## config.mk

```make
export PLATFORM = sky130hd
export DESIGN_NAME = t03_wb_subordinate
export DESIGN_NICKNAME = d
export VERILOG_FILES = /design/src/rtl/t03_wb_subordinate.sv
export SDC_FILE = /design/constraint.sdc
export NUM_CORES = 1
export LEC_CHECK = 0
export ABC_AREA = 1
export CAP_MARGIN = 25
export CORE_MARGIN = 1.5
export CORE_UTILIZATION = 60
export CTS_CLUSTER_DIAMETER = 80
export DETAILED_ROUTE_END_ITERATION = 10
export PLACE_DENSITY = 0.83
export SYNTH_ARGS = -nofsm -noshare
export SYNTH_HDL_FRONTEND = slang
export SYNTH_SLANG_ARGS = --single-unit
```

## constraint.sdc

```tcl
create_clock -name clk -period 2.1 [get_ports clk]
set_clock_uncertainty 0.05 [all_clocks]
set_input_delay 0.21 -clock clk [delete_from_list [all_inputs] [get_ports clk]]
set_output_delay 0.21 -clock clk [all_outputs]
set_load 0.01 [all_outputs]
```

## src/rtl/t03_wb_subordinate.sv

```systemverilog
// t03_wb_subordinate: Wishbone B4 classic subordinate serving a register bank with programmable wait states.
module t03_wb_subordinate #(
  parameter logic [31:0] BASE_ADDR   = 32'h3000_0000,
  parameter int          DEPTH       = 16,
  parameter int          WAIT_STATES = 0
) (
  input  logic        clk,
  input  logic        nrst,
  input  logic        en,
  input  logic        CYC_I,
  input  logic        STB_I,
  input  logic        WE_I,
  input  logic [31:0] ADR_I,
  input  logic [31:0] DAT_I,
  input  logic [3:0]  SEL_I,
  output logic [31:0] DAT_O,
  output logic        ACK_O,
  output logic        ERR_O
);
  localparam int AW = $clog2(DEPTH);
  localparam logic [3:0] WS_M1 = WAIT_STATES == 0 ? 4'd0 : 4'(WAIT_STATES - 1);
  typedef enum logic [1:0] {S_IDLE, S_WAIT, S_RESP} state_t;
  state_t state_q, state_d;
  logic [3:0] cnt_q, cnt_d, sel_q, sel_d;
  logic [AW-1:0] idx_q, idx_d;
  logic [31:0] dat_q, dat_d, rdat_q, rdat_d;
  logic we_q, we_d, hit_q, hit_d, ack_q, ack_d, err_q, err_d, acc;
  logic [29:0] off;
  logic [31:0] bank_q [DEPTH];
  logic [31:0] bank_d [DEPTH];
  always_comb begin
    acc = state_q == S_IDLE && en && CYC_I && STB_I;
    off = ADR_I[31:2] - BASE_ADDR[31:2];
    idx_d = acc ? off[AW-1:0] : idx_q;
    hit_d = acc ? off < 30'(DEPTH) : hit_q;
    dat_d = acc ? DAT_I : dat_q;
    sel_d = acc ? SEL_I : sel_q;
    we_d = acc ? WE_I : we_q;
    state_d = state_q;
    cnt_d = cnt_q;
    bank_d = bank_q;
    if (acc) begin
      state_d = WAIT_STATES == 0 ? S_RESP : S_WAIT;
      cnt_d = WS_M1;
    end else if (state_q == S_WAIT) begin
      state_d = !(CYC_I && STB_I) ? S_IDLE : cnt_q == 4'd0 ? S_RESP : S_WAIT;
      cnt_d = cnt_q == 4'd0 ? 4'd0 : cnt_q - 4'd1;
    end else if (state_q == S_RESP) begin
      state_d = S_IDLE;
      // the write lands on the edge that closes RESP, before the next IDLE sample
      if (we_q && hit_q)
        for (int n = 0; n < 4; n++)
          if (sel_q[n]) bank_d[idx_q][8*n +: 8] = dat_q[8*n +: 8];
    end
    ack_d = state_d == S_RESP && hit_d;
    err_d = state_d == S_RESP && !hit_d;
    rdat_d = ack_d && !we_d ? bank_q[idx_d] : 32'd0;
  end
  always_ff @(posedge clk) begin
    if (!nrst) begin
      state_q <= S_IDLE;
      cnt_q <= '0;
      idx_q <= '0;
      hit_q <= 1'b0;
      dat_q <= '0;
      sel_q <= '0;
      we_q <= 1'b0;
      ack_q <= 1'b0;
      err_q <= 1'b0;
      rdat_q <= '0;
      for (int i = 0; i < DEPTH; i++) bank_q[i] <= '0;
    end else begin
      state_q <= state_d;
      cnt_q <= cnt_d;
      idx_q <= idx_d;
      hit_q <= hit_d;
      dat_q <= dat_d;
      sel_q <= sel_d;
      we_q <= we_d;
      ack_q <= ack_d;
      err_q <= err_d;
      rdat_q <= rdat_d;
      bank_q <= bank_d;
    end
  end
  assign ACK_O = ack_q;
  assign ERR_O = err_q;
  assign DAT_O = rdat_q;
endmodule

```

* Word-level counts from Yosys, hierarchy flattened
Cells that the tools add are included.
Cells by class: add/subtract/negate cells 2, equal/unequal tests 3, mux-type cells 40, reductions and logical operators 16, bitwise gates (word level) 5, order comparisons 4
Operators by type and width (number):
- 512-bit two-way mux | 16
- 512-bit bitwise mux | 4
- 32-bit demux with 4-bit select | 4
- 32-bit binary-select mux with 4-bit select | 1
- 32-bit two-way mux | 3
- 30-bit by 5-bit less-than comparator with 1-bit output (second input constant) | 1
- 30-bit by 28-bit subtractor with 30-bit output (second input constant) | 1
- 24-bit two-way mux | 1
- 16-bit two-way mux | 1
- 5-bit >= comparator (second input constant) | 2
- 2-bit two-way mux | 5
- 4-bit inverter with 5-bit output | 2
- 1-bit logical AND | 9
- 4-bit two-way mux | 2
- 8-bit two-way mux | 1
- 5-bit by 1-bit less-than comparator with 1-bit output (second input constant) | 1
- 2-bit == test (second input constant) | 2
- 4-bit logical NOT | 1
- 4-bit AND reduction | 1
- 4-bit by 1-bit subtractor with 4-bit output (second input constant) | 1
- 1-bit inverter | 3
- 2-bit by 1-bit == test with 1-bit output (second input constant) | 1
- 1-bit logical NOT | 2
- 2-bit logical NOT | 1
- other kinds (3) | 4
Word-level totals: logic and storage cells 96, output and inout port bits 34, register bits after elaboration 594, input port bits 74

* Longest topological paths before layout
word-level depth 25, depth in mapped cells 14, mapped depth without buffers 12

* Least setup slack after synthesis
No wires, ideal clock.
kind register -> register, start point reg state_q[0], end point reg rdat_q[14], in the netlist DAT_O[14], required time 1935 ps, library setup time 115 ps, data arrival time 1486 ps, path buffers 2, slack 449 ps, stages on the path, launching flop included 11, clock period less this slack 1651 ps, cells stage by stage dfxtp_1 > nor2_4 > nand3_2 > nand2_1 > buf_4 > clkbuf_1 > nand2_1 > nand3_1 > nand3_1 > a21oi_1 > nor2_1
Between the ends: longest elaborated chain between the ends 9, elaborated cells between the ends (all ways) 21, classes of those cells eq/ne (3); mux (9); bitwise (1); reduce/logical (8)
RTL lines:
- start, declared | RTL line 23 | state_t state_q, state_d;
- start signal, assigned | RTL line 73 | state_q <= state_d;
- 2-bit logical NOT | RTL line 32 | acc = state_q == S_IDLE && en && CYC_I && STB_I;
- 1-bit logical AND (3 in series) | RTL line 32
- 4-bit two-way mux or 2-bit two-way mux (tied branches) | RTL line 34, 42
- 4-bit inverter with 5-bit output (implied by the code) or 2-bit == test (tied branches) | RTL line 57, 55
- 32-bit binary-select mux with 4-bit select or 1-bit logical AND (tied branches) | RTL line 57, 55
- 32-bit two-way mux (implied by the code) or 1-bit logical AND (tied branches) | RTL line 57 | rdat_d = ack_d && !we_d ? bank_q[idx_d] : 32'd0;
- 32-bit two-way mux (implied by the code) or 2-bit AND reduction (tied branches)
- end signal, assigned | RTL line 82 | rdat_q <= rdat_d;
- end, declared | RTL line 26 | logic [31:0] dat_q, dat_d, rdat_q, rdat_d;
Parallel ways exist; a longest one is shown, timed or not. The select of a mux whose other input is x is not followed. A chain may end at the register's enable or synchronous reset.

* Final worst setup path
start point reg state_q[1], end point reg rdat_q[17], in the netlist DAT_O[17]
The elaborated chain is that of the path after synthesis.

==> run metrics <==
outcome=completed; Rel. slew slack=44.8%; fill count=3,430; Max Fclk=482 MHz; Multi-input gate area=~0.011 mm^2; drt total wl=80.3 mm; top cell type's share of synthesized area=44.6%; maximum root-to-sink buffer count=3; Initial Utilization=60.6%; routability congestion estimate=0.928; drt first pass iters=6; DP Cell Count=4,443; Leak=12.5 nW; CP Max Fanout=15; die area=~0.046 mm^2; CP arrival=2.53 ns; min-delay worst type=in2reg; core area=0.0440 mm^2; Min-Delay Path Depth=3; endpoints failing hold=0; post-DP HPWL=48.7 mm; largest cells by area after synthesis=dfxtp_1, o21ai_0, a21oi_1; number of I/O pins=108; clk_lat worst skew=between 0.6 and 0.7 ns; cell area power density=797 mW/mm^2; Req. time, crit path=2.56 ns; clock network fraction of total power=44.0%; CTS sink count=roughly 600; Layout Nets=3,996; Syn Inst Count=3,898; IO Port Bufs=about 110; total CTS buffers=58; sequential share of power=a little under half; synth warn=0; Sw Ratio=about a quarter; via/cell ratio=between 5 and 6; die width=roughly 210 um; placed instance area=just under 0.03 mm^2; switching power=6.18 mW; path type of the worst setup path=reg2reg; Total Routing Usage GR=34.4%; Mapped Nets=around 4.0k; Post-DRT Antenna Nets=0; routed wire length per instance=17.6 um; sequential area share after synthesis=44.6%; Rows=77; antenna cells=0; Critical Path End Type=flop; CTS tree=built; final non-filler cell total=approximately 4.6k; setup violators final=0; routed vias=~26k; Syn-to-layout area delta=16.7%; Slew Limit Fails=0; internal power=18.7 mW; layout cell share with drive strength beyond 1=6.93%; setup TNS=0 ns; DR iter-0 viols=roughly 3.0k; H-tree levels=2; clk slew on worst S/H paths=roughly 0.060 ns; first-pass GRT wire length=126 mm; GRT overflow=0; Worst Tran Pin Value=0.827 ns; synth unique cells=24; final core utilization=between 70% and 80%; Die Y=~210 um; FF+latch count, synth=just under 600; DRC=0; vias in the first global route=24.1k; antenna violations before repair=0; reg2reg path depth=12; Post-Syn Area=roughly 0.027 mm^2; clock root cell=clkbuf_16; VDD IR-drop max=0.000606 V; mean post-synth cell area=6.84 um^2; part of the power in combinational logic=9.7%; largest net degree at the start of global routing=98; fin crit share=98.9%; post-route cell area=roughly 0.031 mm^2; Max-Cap Viols=0; Startpoint Class=flop; fin crit period=2.08 ns; RSZ-0062 raised after global routing=yes; Reg area=~0.012 mm^2; cell taking the most area after synthesis=dfxtp_1
metal layers:
metal  vias up  part of all wire [%]  GRT usage [%]
met1     11938                    40           45.0
met5         -                     0              0
met4         0                   4.8           17.4
met3       274                   9.6           6.09
li1      12554                     -              -
met2      1364                    45           54.7
flip-flops by register name, indices dropped and copies added (netlist names), 2 cells and up:
name and cells:
bank_q 512, idx_q 4, cnt_q 4, sel_q 4, dat_q 32, state_q 2
DAT_O 32
power by group through the flow:
stage	clock network (mW)	logic, mW	registers, mW
2_1_floorplan	0	1.50	11.6
3_3_place_gp	0	2.28	11.7
3_5_place_dp	0	2.31	11.7
4_1_cts	10.9	2.34	11.5
5_1_grt	11.4	2.63	11.5
6_report	10.9	2.42	11.5
cell type report:
class	count	share of cell area (%)
inverters	618	7.47
clock inverters	15	0.643
repair buffers	257	9.62
multi-input cells	2393	35.9
flip-flops and latches	594	38.2
well taps	592	2.38
clock buffers	90	5.76
cells by family after synthesis:
logic type	Yosys count	synth area share, %
compound gates	1103	20.8
buf+inv	911	13.9
flops	594	44.6
simple gates	1290	20.8
through the flow:
step	setup slack, ns	power, mW	hold slack (ns)
final	0.0232	24.8	0.174
after global routing	-0.0210	25.5	0.188
after CTS	0.0152	24.8	0.157
after detailed placement	-0.400	14.0	0.391
after global placement	-0.408	14.0	0.387
after floorplan	0.449	13.1	0.313
worst paths after layout:
| kind | start | endpoint | slack [ns] |
|---|---|---|---|
| max | state_q[1]$_SDFF_PN0_ | DAT_O[17]$_SDFF_PN0_ | 0.02 |
| min reg2reg | bank_q[154]$_SDFFE_PN0P_ | bank_q[154]$_SDFFE_PN0P_ | 0.40 |
| min | DAT_I[9] | dat_q[9]$_SDFFE_PN0P_ | 0.17 |
| max reg2reg | state_q[1]$_SDFF_PN0_ | DAT_O[17]$_SDFF_PN0_ | 0.02 |
synthesized netlist by cell type, drive strengths merged:
cell type / instances
buf: 167
a21oi: 545
or2: 2
dfxtp: 594
nor3: 2
a211oi: 2
o21ai: 556
nand2: 547
nor2: 218
nand4: 2
inv: 618
clkbuf: 126
nand3: 519
critical path, stage by stage (launching register included):
cell	delay, ns
dfxtp_2	0.35
nor2_4	0.17
buf_4	0.15
buf_4	0.11
nand3_4	0.08
nand2_4	0.13
buf_12	0.19
buf_12	0.16
nand2_1	0.06
nand3_1	0.07
nand3_1	0.11
a21oi_1	0.25
nor2_1	0.07
repair_timing:
action / 4_1_cts / 5_1_grt
gates cloned: 0 / 2
buffers inserted: 0 / 8
pin swaps: 0 / 5
hold buffers: 1 / 0
resized for setup: 1 / 19
endpoints found under the setup margin: 9 / 111
endpoints found under the hold margin: 45 / 0
cells in the final DEF (no fill, tap or decap), types with 3 or more instances in the layout:
master / netlist / routed
clkdlybuf4s50_1: 0 / 104
nor2_4: 3 / 3
o21ai_4: 0 / 4
inv_2: 3 / 6
buf_4: 25 / 88
clkbuf_1: 126 / 13
bufinv_16: 0 / 5
clkbuf_16: 0 / 63
clkbuf_8: 0 / 16
buf_12: 0 / 58
nand3_1: 518 / 517
nand2_1: 544 / 541
dfxtp_1: 594 / 592
buf_8: 0 / 3
clkinv_2: 0 / 10
o21ai_0: 550 / 549
inv_1: 615 / 610
nor2_1: 215 / 213
a21oi_1: 545 / 543
nand2_4: 1 / 3
(Power assumes the default switching activity.)
